$ cat src/rtl/ula_seq.sv
// ula_seq: parametrised sequential ALU. Logic, add/sub and shifts complete
// in one cycle. Unsigned multiply runs shift-add, one multiplier bit per
// clock. Results and flags are registered and are announced by a one-cycle
// ula_ack pulse.
module ula_seq #(
  parameter int WIDTH = 8
) (
  input  logic             clk,
  input  logic             rst,
  input  logic             ena,
  input  logic [WIDTH-1:0] op1,
  input  logic [WIDTH-1:0] op2,
  input  logic [3:0]       op_sel,
  output logic [WIDTH-1:0] res,
  output logic             carry,
  output logic             zero,
  output logic             ovf,
  output logic             busy,
  output logic             ula_ack
);

  localparam int SW = $clog2(WIDTH);

  typedef enum logic [0:0] {S_IDLE, S_MUL} state_t;

  state_t             state_q;
  logic [WIDTH-1:0]   res_q;
  logic               carry_q;
  logic               zero_q;
  logic               ovf_q;
  logic               busy_q;
  logic               ack_q;

  // Multiply working set. The multiplicand is shifted left and the
  // multiplier right, so every step only examines multiplier bit 0.
  logic [2*WIDTH-1:0] mcand_q;
  logic [WIDTH-1:0]   mplier_q;
  logic [2*WIDTH-1:0] acc_q;
  logic [SW-1:0]      cnt_q;

  logic [2*WIDTH-1:0] prod_d;
  logic [WIDTH-1:0]   alu_res_d;
  logic               alu_c_d;
  logic               alu_v_d;
  logic [WIDTH:0]     sum_ext;
  logic [WIDTH:0]     dif_ext;
  logic [WIDTH:0]     shl_ext;
  logic [WIDTH:0]     shr_ext;
  logic [SW-1:0]      shamt;

  assign shamt = op2[SW-1:0];

  // Partial product after folding in the current multiplier bit.
  assign prod_d = acc_q + (mplier_q[0] ? mcand_q : '0);

  // Single-cycle datapath, evaluated on the live operands.
  always_comb begin
    alu_res_d = '0;
    alu_c_d   = 1'b0;
    alu_v_d   = 1'b0;
    sum_ext   = {1'b0, op1} + {1'b0, op2};
    dif_ext   = {1'b0, op1} - {1'b0, op2};
    // One guard bit on the outgoing side catches the last bit shifted out;
    // a zero shift leaves the guard bit clear, so carry is 0.
    shl_ext   = {1'b0, op1} << shamt;
    shr_ext   = {op1, 1'b0} >> shamt;
    casez (op_sel)
      4'b0100: alu_res_d = op1 | op2;
      4'b0101: alu_res_d = op1 & op2;
      4'b0110: alu_res_d = op1 ^ op2;
      4'b0111: alu_res_d = ~(op1 & op2);
      4'b10??: begin
        alu_res_d = sum_ext[WIDTH-1:0];
        alu_c_d   = sum_ext[WIDTH];
        alu_v_d   = (op1[WIDTH-1] == op2[WIDTH-1]) &&
                    (sum_ext[WIDTH-1] != op1[WIDTH-1]);
      end
      4'b11??: begin
        alu_res_d = dif_ext[WIDTH-1:0];
        alu_c_d   = dif_ext[WIDTH];
        alu_v_d   = (op1[WIDTH-1] != op2[WIDTH-1]) &&
                    (dif_ext[WIDTH-1] != op1[WIDTH-1]);
      end
      4'b0010: begin
        alu_res_d = shl_ext[WIDTH-1:0];
        alu_c_d   = shl_ext[WIDTH];
      end
      4'b0011: begin
        alu_res_d = shr_ext[WIDTH:1];
        alu_c_d   = shr_ext[0];
      end
      default: ;
    endcase
  end

  // Control FSM with registered results, flags, busy and ack.
  always_ff @(posedge clk) begin
    if (rst) begin
      state_q  <= S_IDLE;
      res_q    <= '0;
      carry_q  <= 1'b0;
      zero_q   <= 1'b0;
      ovf_q    <= 1'b0;
      busy_q   <= 1'b0;
      ack_q    <= 1'b0;
      mcand_q  <= '0;
      mplier_q <= '0;
      acc_q    <= '0;
      cnt_q    <= '0;
    end else begin
      ack_q <= 1'b0;
      case (state_q)
        S_IDLE: begin
          if (ena) begin
            if (op_sel == 4'b0001) begin
              state_q  <= S_MUL;
              busy_q   <= 1'b1;
              mcand_q  <= {{WIDTH{1'b0}}, op1};
              mplier_q <= op2;
              acc_q    <= '0;
              cnt_q    <= '0;
            end else begin
              res_q   <= alu_res_d;
              carry_q <= alu_c_d;
              ovf_q   <= alu_v_d;
              zero_q  <= (alu_res_d == '0);
              ack_q   <= 1'b1;
            end
          end
        end
        S_MUL: begin
          if (cnt_q == SW'(WIDTH - 1)) begin
            state_q <= S_IDLE;
            busy_q  <= 1'b0;
            ack_q   <= 1'b1;
            res_q   <= prod_d[WIDTH-1:0];
            carry_q <= 1'b0;
            ovf_q   <= |prod_d[2*WIDTH-1:WIDTH];
            zero_q  <= (prod_d[WIDTH-1:0] == '0);
          end else begin
            acc_q    <= prod_d;
            mcand_q  <= mcand_q << 1;
            mplier_q <= mplier_q >> 1;
            cnt_q    <= cnt_q + SW'(1);
          end
        end
        default: state_q <= S_IDLE;
      endcase
    end
  end

  assign res     = res_q;
  assign carry   = carry_q;
  assign zero    = zero_q;
  assign ovf     = ovf_q;
  assign busy    = busy_q;
  assign ula_ack = ack_q;

endmodule

$ cat config.mk
export PLATFORM = sky130hd
export DESIGN_NAME = ula_seq
export DESIGN_NICKNAME = d
export VERILOG_FILES = /design/src/rtl/ula_seq.sv
export SDC_FILE = /design/constraint.sdc
export NUM_CORES = 1
export LEC_CHECK = 0
export CAP_MARGIN = 30
export CELL_PAD_IN_SITES_DETAIL_PLACEMENT = 1
export CELL_PAD_IN_SITES_GLOBAL_PLACEMENT = 1
export CORE_ASPECT_RATIO = 1.4
export CORE_UTILIZATION = 30
export DETAILED_ROUTE_END_ITERATION = 8
export PLACE_DENSITY_LB_ADDON = 0.1
export SLEW_MARGIN = 20
export SYNTH_ARGS = -nofsm -noshare
export SYNTH_HDL_FRONTEND = slang
export SYNTH_SLANG_ARGS = --single-unit
$ cat constraint.sdc
create_clock -name clk -period 7.2 [get_ports clk]
set_input_delay 1.08 -clock clk [delete_from_list [all_inputs] [get_ports clk]]
set_output_delay 1.08 -clock clk [all_outputs]
set_load 0.005 [all_outputs]
==> results of run 1 <==
## power by group
group,leakage (nW),internal (mW),switching [mW]
logic,1.66,0.0841,0.121
clock network,0.149,0.286,0.152
registers,0.462,0.325,0.00685
total,2.27,0.696,0.279
## cell usage after synthesis, drive strengths merged, types with 13 or more instances
cell,n
nor3,15
nand3,33
mux2i,32
inv,27
clkbuf,28
a211oi,20
ha,42
o21ai,28
a21oi,52
and2,23
xor2,13
xnor2,13
dfxtp,57
nor2,49
nand2,64
## flip-flops by register name, indices dropped and copies added, names as in the netlist
register	count
acc_q	16
mcand_q	16
mplier_q	8
res	8
cnt_q	3
busy	1
carry	1
ovf	1
state_q	1
ula_ack	1
zero	1
## stage by stage
stage	instance area, um2	cells	hold slack, ns	utilization [%]	power (mW)
floorplan	4930	628	0.436	-	0.463
global placement	5390	828	0.445	33.5	0.539
detailed placement	5410	830	0.448	33.6	0.544
CTS	5720	846	0.456	35.5	0.987
global route	5750	848	0.477	35.7	1.02
finish	5750	848	0.454	35.7	0.975
## path summary, 6_finish.rpt
path                    start  endpoint  slack [ns]  depth (start not counted)
setup / recovery       op2[2]      zero        3.00                         10
hold / removal         res[3]    res[3]        0.45                          2
setup reg to reg  mplier_q[0]       ovf        3.58                          9
hold reg to reg        res[3]    res[3]        0.45                          2
## layout by cell type, fill, tap and decap left out, types with 3 or more instances in the layout
cell / count
nor2_1: 49
o2111ai_1: 3
buf_8: 3
fa_1: 3
a211o_1: 3
dfxtp_1: 57
a22oi_1: 12
inv_1: 27
a21o_1: 4
ha_1: 42
nand2b_1: 6
and3_1: 5
clkdlybuf4s50_1: 34
nand4_1: 4
mux2i_1: 32
a22o_1: 3
clkbuf_16: 9
o31ai_1: 4
o21ai_0: 27
a221oi_1: 4
mux4_2: 6
o21bai_1: 5
a21oi_1: 52
xnor2_1: 13
nor2b_1: 8
o211ai_1: 6
nand2_1: 64
nand3_1: 33
and2_1: 22
a211oi_1: 20
o21a_1: 5
xor2_1: 13
nor3_1: 14
buf_4: 6
a31oi_1: 4
or3_1: 3
## routing by layer
metal,routed length [um],part of all wire (%),vias to the layer above
li1,-,-,2309
met1,7150,41,2261
met2,8820,51,92
met3,418,2.4,50
met4,1030,5.9,0
met5,0,0,-
## area by class of cell
| class | count | area, um2 |
|---|---|---|
| clock buffers | 12 | 256 |
| clock inverters | 4 | 51.3 |
| fillers | 1971 | 10400 |
| inverters | 28 | 105 |
| multi-input cells | 504 | 3510 |
| flip-flops and latches | 57 | 1140 |
| well taps | 199 | 249 |
| repair buffers | 44 | 435 |
## worst reg2reg max path, stage by stage (launching register included)
cell and delay (ns):
dfxtp_1 0.65, and2_1 0.33, ha_1 0.29, a211oi_1 0.52, o21ai_2 0.16, a311o_1 0.43, a2111oi_0 0.53, nor3_1 0.13
nor3_1 0.32, a21oi_1 0.12
## cells by family after synthesis
logic type                 count (synthesis)  synth area share (%)
AOI/OAI and AO/OA                        174                  23.8
xor gates and xnor gates                  26                  4.62
adders and majority gates                 45                  11.9
buffers and inverters                     67                  5.54
DFF                                       57                  23.2
muxes                                     39                  9.47
and+or+nand+nor                          220                  21.6
==> reports/qor.yml, run 1 <==
detailed_routing:
  drtIter0Drc: 179
  wl_um: 17400
  final_antenna_net_count: 0
  vias: 4712
  dr.pass1.iters: 4
  post_drt_wl_per_cell_um: 20.5
  drc: 0
  viasPerCell: 5.56
synth:
  syn_avg_cell_area_um2: 7.85
  netlist_area_um2: 4930
  ys_ff_latch: 57
  synth_cells: 628
  yosys_warnings: 0
  synth_area_leaders: "dfxtp_1 (23%), ha_1 (11%), mux2i_1 (6.5%)"
  synthesis.nets: 696
  ys_async_sr_fraction_pct: 0
  synth_top_cell_area_share_pct: 23.2
  yosysSeqAreaShare_pct: 23.2
  yosysTopAreaCell: "dfxtp_1"
  synth-edff-count: 0
  synth.distinct_cells: 68
  ys.flop_type: "dfxtp_1"
job:
  maxCapViolations: 0
floorplanning:
  die_h_um: 154
  die_w_um: 110
  rows: 55
  start_util_pct: 30.6
  core_area_um2: 16100
  die_area_um2: 16900
  ioPinCount: 36
clocking:
  clkLatencyLatePin_ns: 0.33
  post_cts_buffers: 0
  clock-root-buffer: "clkbuf_16"
  clock_sinks: 57
  numCtsBuffers: 9
  cts_tree: "yes"
  ctsHtreeMaxLevel: 3
  clk_pin_slew_ns: 0.05
  clk_path_buf_depth: 2
  hold_buffers: 0
  ctsResizeCount: 0
placed_design:
  place_ws_ns: 2.41
  port_buffers: 35
  gp_congestion: 0.889
  dp_hpwl_um: 13400
timing:
  worst_slack_ns: 3.00
  tightest_slew_ns: 0.889
  relSlewSlack_pct: 40.6
  finalSetupViolations: 0
  hold_viol: 0
  rsz0062_at_grt: "false"
  fin_worst_skew_ns: 0.00523
  post-route-min-period_ns: 4.20
  fin_crit_sh_pct: 58.3
  finalSetupTns_ns: 0
  fmax_mhz: 238
  final_max_slew_viol_count: 0
worst_setup_path:
  worst-endpoint-required_ns: 7.44
  path_class: "in2reg"
  cp_max_fo: 8
  cp_cell_sequence: "clkdlybuf4s50_1, clkinv_1, ha_1, o21ba_2, o21bai_1, a22oi_1, xnor2_1, a2111oi_1, nand4_1, o32ai_1"
  startpoint_type: "input pin"
  end_kind: "flop"
  crit_family: "compound AO/OA/AOI/OAI gates"
  slowest_stage: "clkdlybuf4s50_1"
  max_stage_delay_ns: 0.69
  worstPathArrival_ns: 4.44
  path_buf_inv: 2
pwr:
  leakagePower_nw: 2.27
  peakVddDrop_v: 0.000121
  power_density_nw_per_um2: 170
finish:
  syn2layout_area_growth_pct: 16.7
  drive_above_1_share_pct: 6.47
  nets: 712
  n_antenna_cell: 0
grt:
  grt_pass1_wl_um: 27100
  antenna_found_initial: 0
  grt_pass1_vias: 4901
  use_met1_pct: 23.9
  grt_overflow: 0
  grt_max_degree: 60
  grt_busiest_layer: "met2"
  use_met2_pct: 37.1
  grt.total_usage_pct: 21.3
  use_met3_pct: 2.84
status:
  status: "finished, final reports clean"
worst_hold_path:
  min_path_type: "reg2reg"
Note: power is estimated with default switching activity, not from simulation.
==> inputs of run 2 (changes only) <==
- clock period: 7.2 -> 4 ns (I/O delays scaled with it)
==> run 2 against run 1 <==
Hold slack improved by 0.0053 ns; setup slack lost 2.3 ns; via count up 2.4%; non-clock buffer count increased by 17; count of clock-buffer cells in the layout fell by 1.
==> reports/qor.yml, run 2 (synthesis gave the netlist of run 1 again) <==
status:
  status: "finished, final reports clean"
clocking:
  clkLatencyLatePin_ns: 0.32
  ctsResizeCount: 0
  post_cts_buffers: 0
  cts_tree: "yes"
  clk_pin_slew_ns: 0.06
  hold_buffers: 0
  clock-root-buffer: "clkbuf_16"
  ctsHtreeMaxLevel: 3
  numCtsBuffers: 9
  clock_sinks: 57
  clk_path_buf_depth: 2
grt:
  grt.total_usage_pct: 21.4
  grt_pass1_wl_um: 27600
  grt_pass1_vias: 5067
  grt_overflow: 0
  antenna_found_initial: 0
  grt_max_degree: 39
pwr:
  leakagePower_nw: 2.36
  p_sw_mw: 0.502
  peakVddDrop_v: 0.000182
  pwr-share-comb_pct: 20.3
  internal-power_mw: 1.37
  swShare_pct: 26.8
  p_seq_share_pct: 31.9
  clkPwrFrac_pct: 47.7
  finalPower_mw: 1.87
  power_density_nw_per_um2: 318
finish:
  layout_common_cells: "nand2_1 (64), dfxtp_1 (57), a21oi_1 (52)"
  multi_input_area_um2: 3510
  syn2layout_area_growth_pct: 19.6
  reg.largest.list: "acc_q: 16 flops, mcand_q: 16 flops"
  fill_cells: 1942
  final_cells: 865
  n_antenna_cell: 0
  fin_util_pct: 36.6
  drive_above_1_share_pct: 8.86
  stdcell_area_um2: 5890
  final_common_cell: "nand2_1"
  seqCellArea_um2: 1140
  nets: 729
placed_design:
  dp.cells: 849
  place_ws_ns: 0.350
  dp_hpwl_um: 13700
  gp_congestion: 0.862
  placed_cell_area_um2: 5550
  port_buffers: 35
job:
  maxCapViolations: 0
floorplanning:
  rows: 55
  die_area_um2: 16900
  die_w_um: 110
  die_h_um: 154
  core_area_um2: 16100
  ioPinCount: 36
  start_util_pct: 30.6
timing:
  relSlewSlack_pct: 47.4
  hold_viol: 0
  fin_worst_skew_ns: 0.0100
  worst_slack_ns: 0.666
  fin_crit_sh_pct: 83.4
  finalSetupViolations: 0
  post-route-min-period_ns: 3.33
  rsz0062_at_grt: "false"
  hold_slack_ns: 0.459
  fmax_mhz: 300
  final_max_slew_viol_count: 0
  tightest_slew_ns: 0.788
  finalSetupTns_ns: 0
detailed_routing:
  drc: 0
  vias: 4824
  drtIter0Drc: 221
  dr.pass1.iters: 5
  viasPerCell: 5.58
  post_drt_wl_per_cell_um: 20.1
  wl_um: 17400
  final_antenna_net_count: 0
worst_setup_path:
  startpoint_type: "input pin"
  end_kind: "flop"
  worstPathArrival_ns: 3.56
  path_class: "in2reg"
  cp_max_fo: 2
  worst-endpoint-required_ns: 4.23
worst_hold_path:
  min_path_type: "reg2reg"
## run 2: cell count changes in the layout (fill, tap and decap cells not counted)
| cell | delta |
|---|---|
| buf_4 | +20 |
| clkbuf_8 | -1 |
| clkinv_4 | -1 |
| buf_8 | -3 |
| bufinv_16 | +2 |
## run 2: power by group through the flow
stage | registers [mW] | clock network (mW) | logic, mW
2_1_floorplan | 0.605 | 0 | 0.229
3_3_place_gp | 0.610 | 0 | 0.377
3_5_place_dp | 0.610 | 0 | 0.383
4_1_cts | 0.598 | 0.914 | 0.385
5_1_grt | 0.600 | 0.936 | 0.418
6_report | 0.598 | 0.893 | 0.381
## run 2: area by class of cell
type,instances,share of cell area [%]
repair buffers,61,9.17
multi-input cells,504,59.6
flip-flops and latches,57,19.4
clock buffers,11,4.12
well taps,199,4.22
inverters,28,1.78
clock inverters,5,1.74
## run 2: path summary, 6_finish.rpt
check | start | to | slack, ns | depth (start not counted)
hold / removal | res[6] | res[6] | 0.46 | 2
setup / recovery | op1[0] | zero | 0.67 | 11
hold reg to reg | res[6] | res[6] | 0.46 | 2
setup reg to reg | mplier_q[0] | ovf | 0.83 | 9
## run 2: metal layers
layer | track usage, % | share of wire, % | vias to the layer above
li1 | - | - | 2331
met1 | 24.2 | 41 | 2393
met2 | 39.6 | 54 | 73
met3 | 1.82 | 1.7 | 27
met4 | 9.40 | 3.4 | 0
met5 | 0 | 0 | -
## run 2: critical path, cell delays in order
cell             delay (ns)
clkdlybuf4s50_1        0.53
inv_1                  0.08
ha_1                   0.23
fa_1                   0.42
o21ba_2                0.21
o21bai_1               0.18
a22oi_1                0.13
xnor2_1                0.14
a2111oi_1              0.59
nand4_1                0.16
o32ai_1                0.29
==> inputs of run 3 (changes only) <==
- clock period: 4 -> 3.1 ns (I/O delays scaled with it)
==> run 3 against run 2 <==
Critical path type unchanged; count of clock-buffer cells in the layout grew 3; critical path depth shrank 1; setup slack lost 0.54 ns; largest cell class unchanged; hold slack lost 0.012 ns; highest routed layer unchanged; core utilization grew 1.7 points; largest power group unchanged.
==> reports/qor.yml, run 3 (synthesis gave the netlist of run 1 again) <==
worst_setup_path:
  cp_max_fo: 20
  worstReg2RegStart: "mplier_q[0]"
  r2r_slack_ns: 0.19
  max_stage_delay_ns: 0.57
  path_class: "in2reg"
  reg2reg_to: "ovf"
  path_buf_inv: 3
  crit_path_frequent_cell: "buf_4"
  worst-endpoint-required_ns: 3.33
  end_kind: "flop"
  startpoint_type: "input pin"
  crit_family: "buffers and inverters"
  r2r_cells: 10
  worstPathArrival_ns: 3.21
  crit_start: "op2[0]"
  slowest_stage: "mux4_2"
  cp_cell_sequence: "clkdlybuf4s50_1, buf_4, buf_4, mux4_2, nor2_1, nor3_1, a221oi_1, nand4_1, nand2b_1, o32ai_1"
detailed_routing:
  drtIter0Drc: 161
  post_drt_wl_per_cell_um: 19.6
  viasPerCell: 5.60
  final_antenna_net_count: 0
  drc: 0
  wl_um: 17700
  dr.pass1.iters: 4
  vias: 5072
timing:
  post-route-min-period_ns: 2.97
  fmax_mhz: 336
  rsz0062_at_grt: "false"
  fin_worst_skew_ns: 0.00896
  relSlewSlack_pct: 59.8
  fin_crit_sh_pct: 95.9
  final_max_slew_viol_count: 0
  hold_viol: 0
  finalSetupViolations: 0
  tightest_slew_ns: 0.597
pwr:
  peakVddDrop_v: 0.000292
  leakagePower_nw: 2.55
  power_density_nw_per_um2: 359
clocking:
  cts_tree: "yes"
  clk_path_buf_depth: 2
  clock_sinks: 57
  clkLatencyLatePin_ns: 0.32
  numCtsBuffers: 9
  ctsHtreeMaxLevel: 3
  clk_pin_slew_ns: 0.05
  hold_buffers: 0
  clock-root-buffer: "clkbuf_16"
worst_hold_path:
  min_to: "res[2]"
  worstHoldStart: "res[2]"
  min_path_type: "reg2reg"
  hold_depth: 2
floorplanning:
  die_w_um: 110
  ioPinCount: 36
  start_util_pct: 30.6
  core_area_um2: 16100
  die_area_um2: 16900
  rows: 55
  die_h_um: 154
job:
  maxCapViolations: 0
finish:
  fill_cells: 1941
  n_antenna_cell: 0
  syn2layout_area_growth_pct: 25.3
  reg.largest.list: "acc_q: 16 flops, mcand_q: 16 flops"
  nets: 772
  final_cells: 906
  fin_util_pct: 38.3
  final_common_cell: "buf_4"
  layout_common_cells: "buf_4 (67), nand2_1 (64), dfxtp_1 (57)"
  drive_above_1_share_pct: 14.1
grt:
  grt_max_degree: 40
  grt_overflow: 0
  grt.total_usage_pct: 21.5
  antenna_found_initial: 0
  grt_pass1_vias: 5258
  grt_pass1_wl_um: 27600
placed_design:
  dp.cells: 891
  port_buffers: 35
  dp_hpwl_um: 14200
  gp_congestion: 0.895
status:
  status: "finished, final reports clean"
[run 3: worst register-to-register path, cell delays in order (launching register included)]
cell and delay [ns]:
dfxtp_1 0.35, and2_1 0.16, ha_1 0.23, fa_1 0.44, a21oi_1 0.31, o21a_1 0.21
o211ai_1 0.15, and3_1 0.17, a311o_2 0.33, nor3_1 0.33, a21oi_1 0.11
[run 3: cell type report]
| cell class | instances | area, um2 | area share, % |
|---|---|---|---|
| well taps | 199 | 249 | 4.03 |
| clock buffers | 14 | 264 | 4.28 |
| flip-flops and latches | 57 | 1140 | 18.5 |
| multi-input cells | 504 | 3520 | 57.1 |
| inverters | 28 | 105 | 1.70 |
| repair buffers | 104 | 891 | 14.4 |
[run 3: through the flow]
stage / TNS, ns / worst slack, ns / power, mW / area, um2 / hold WS (ns)
after global placement: -0.784 / -0.391 / 1.33 / 5880 / 0.443
after CTS: 0 / 0.0184 / 2.24 / 6160 / 0.453
after global routing: 0 / 0.0134 / 2.32 / 6170 / 0.473
after detailed placement: -1.20 / -0.457 / 1.34 / 5890 / 0.449
final: 0 / 0.128 / 2.22 / 6170 / 0.447
after floorplan: 0 / 0.301 / 1.08 / 4930 / 0.436
[run 3: layer usage]
metal | GRT usage (%) | wire length, um
met5 | 0 | 0
met4 | 12.0 | 904
met3 | 1.78 | 301
met2 | 40.4 | 9630
met1 | 22.8 | 6910
[run 3: worst max-delay path by stage]
stage                     endpoint  slack, ns  cells after the start
after floorplan                ovf       0.30                     10
after global placement        zero      -0.39                     12
after detailed placement      zero      -0.46                     12
after CTS                     zero       0.02                     12
after global routing        res[3]       0.01                     13
final                         zero       0.13                     10
[run 3: report_power, final]
part / total [mW] / internal (mW) / switching (mW)
logic: 0.559 / 0.261 / 0.298
clock network: 0.889 / 0.574 / 0.315
registers: 0.771 / 0.756 / 0.0158
[run 3: what timing repair did]
item | 4_1_cts | 5_1_grt
pin swaps | 1 | 2
gates cloned | 0 | 0
resized for setup | 1 | 4
endpoints found under the setup margin | 1 | 2
setup buffers | 0 | 1
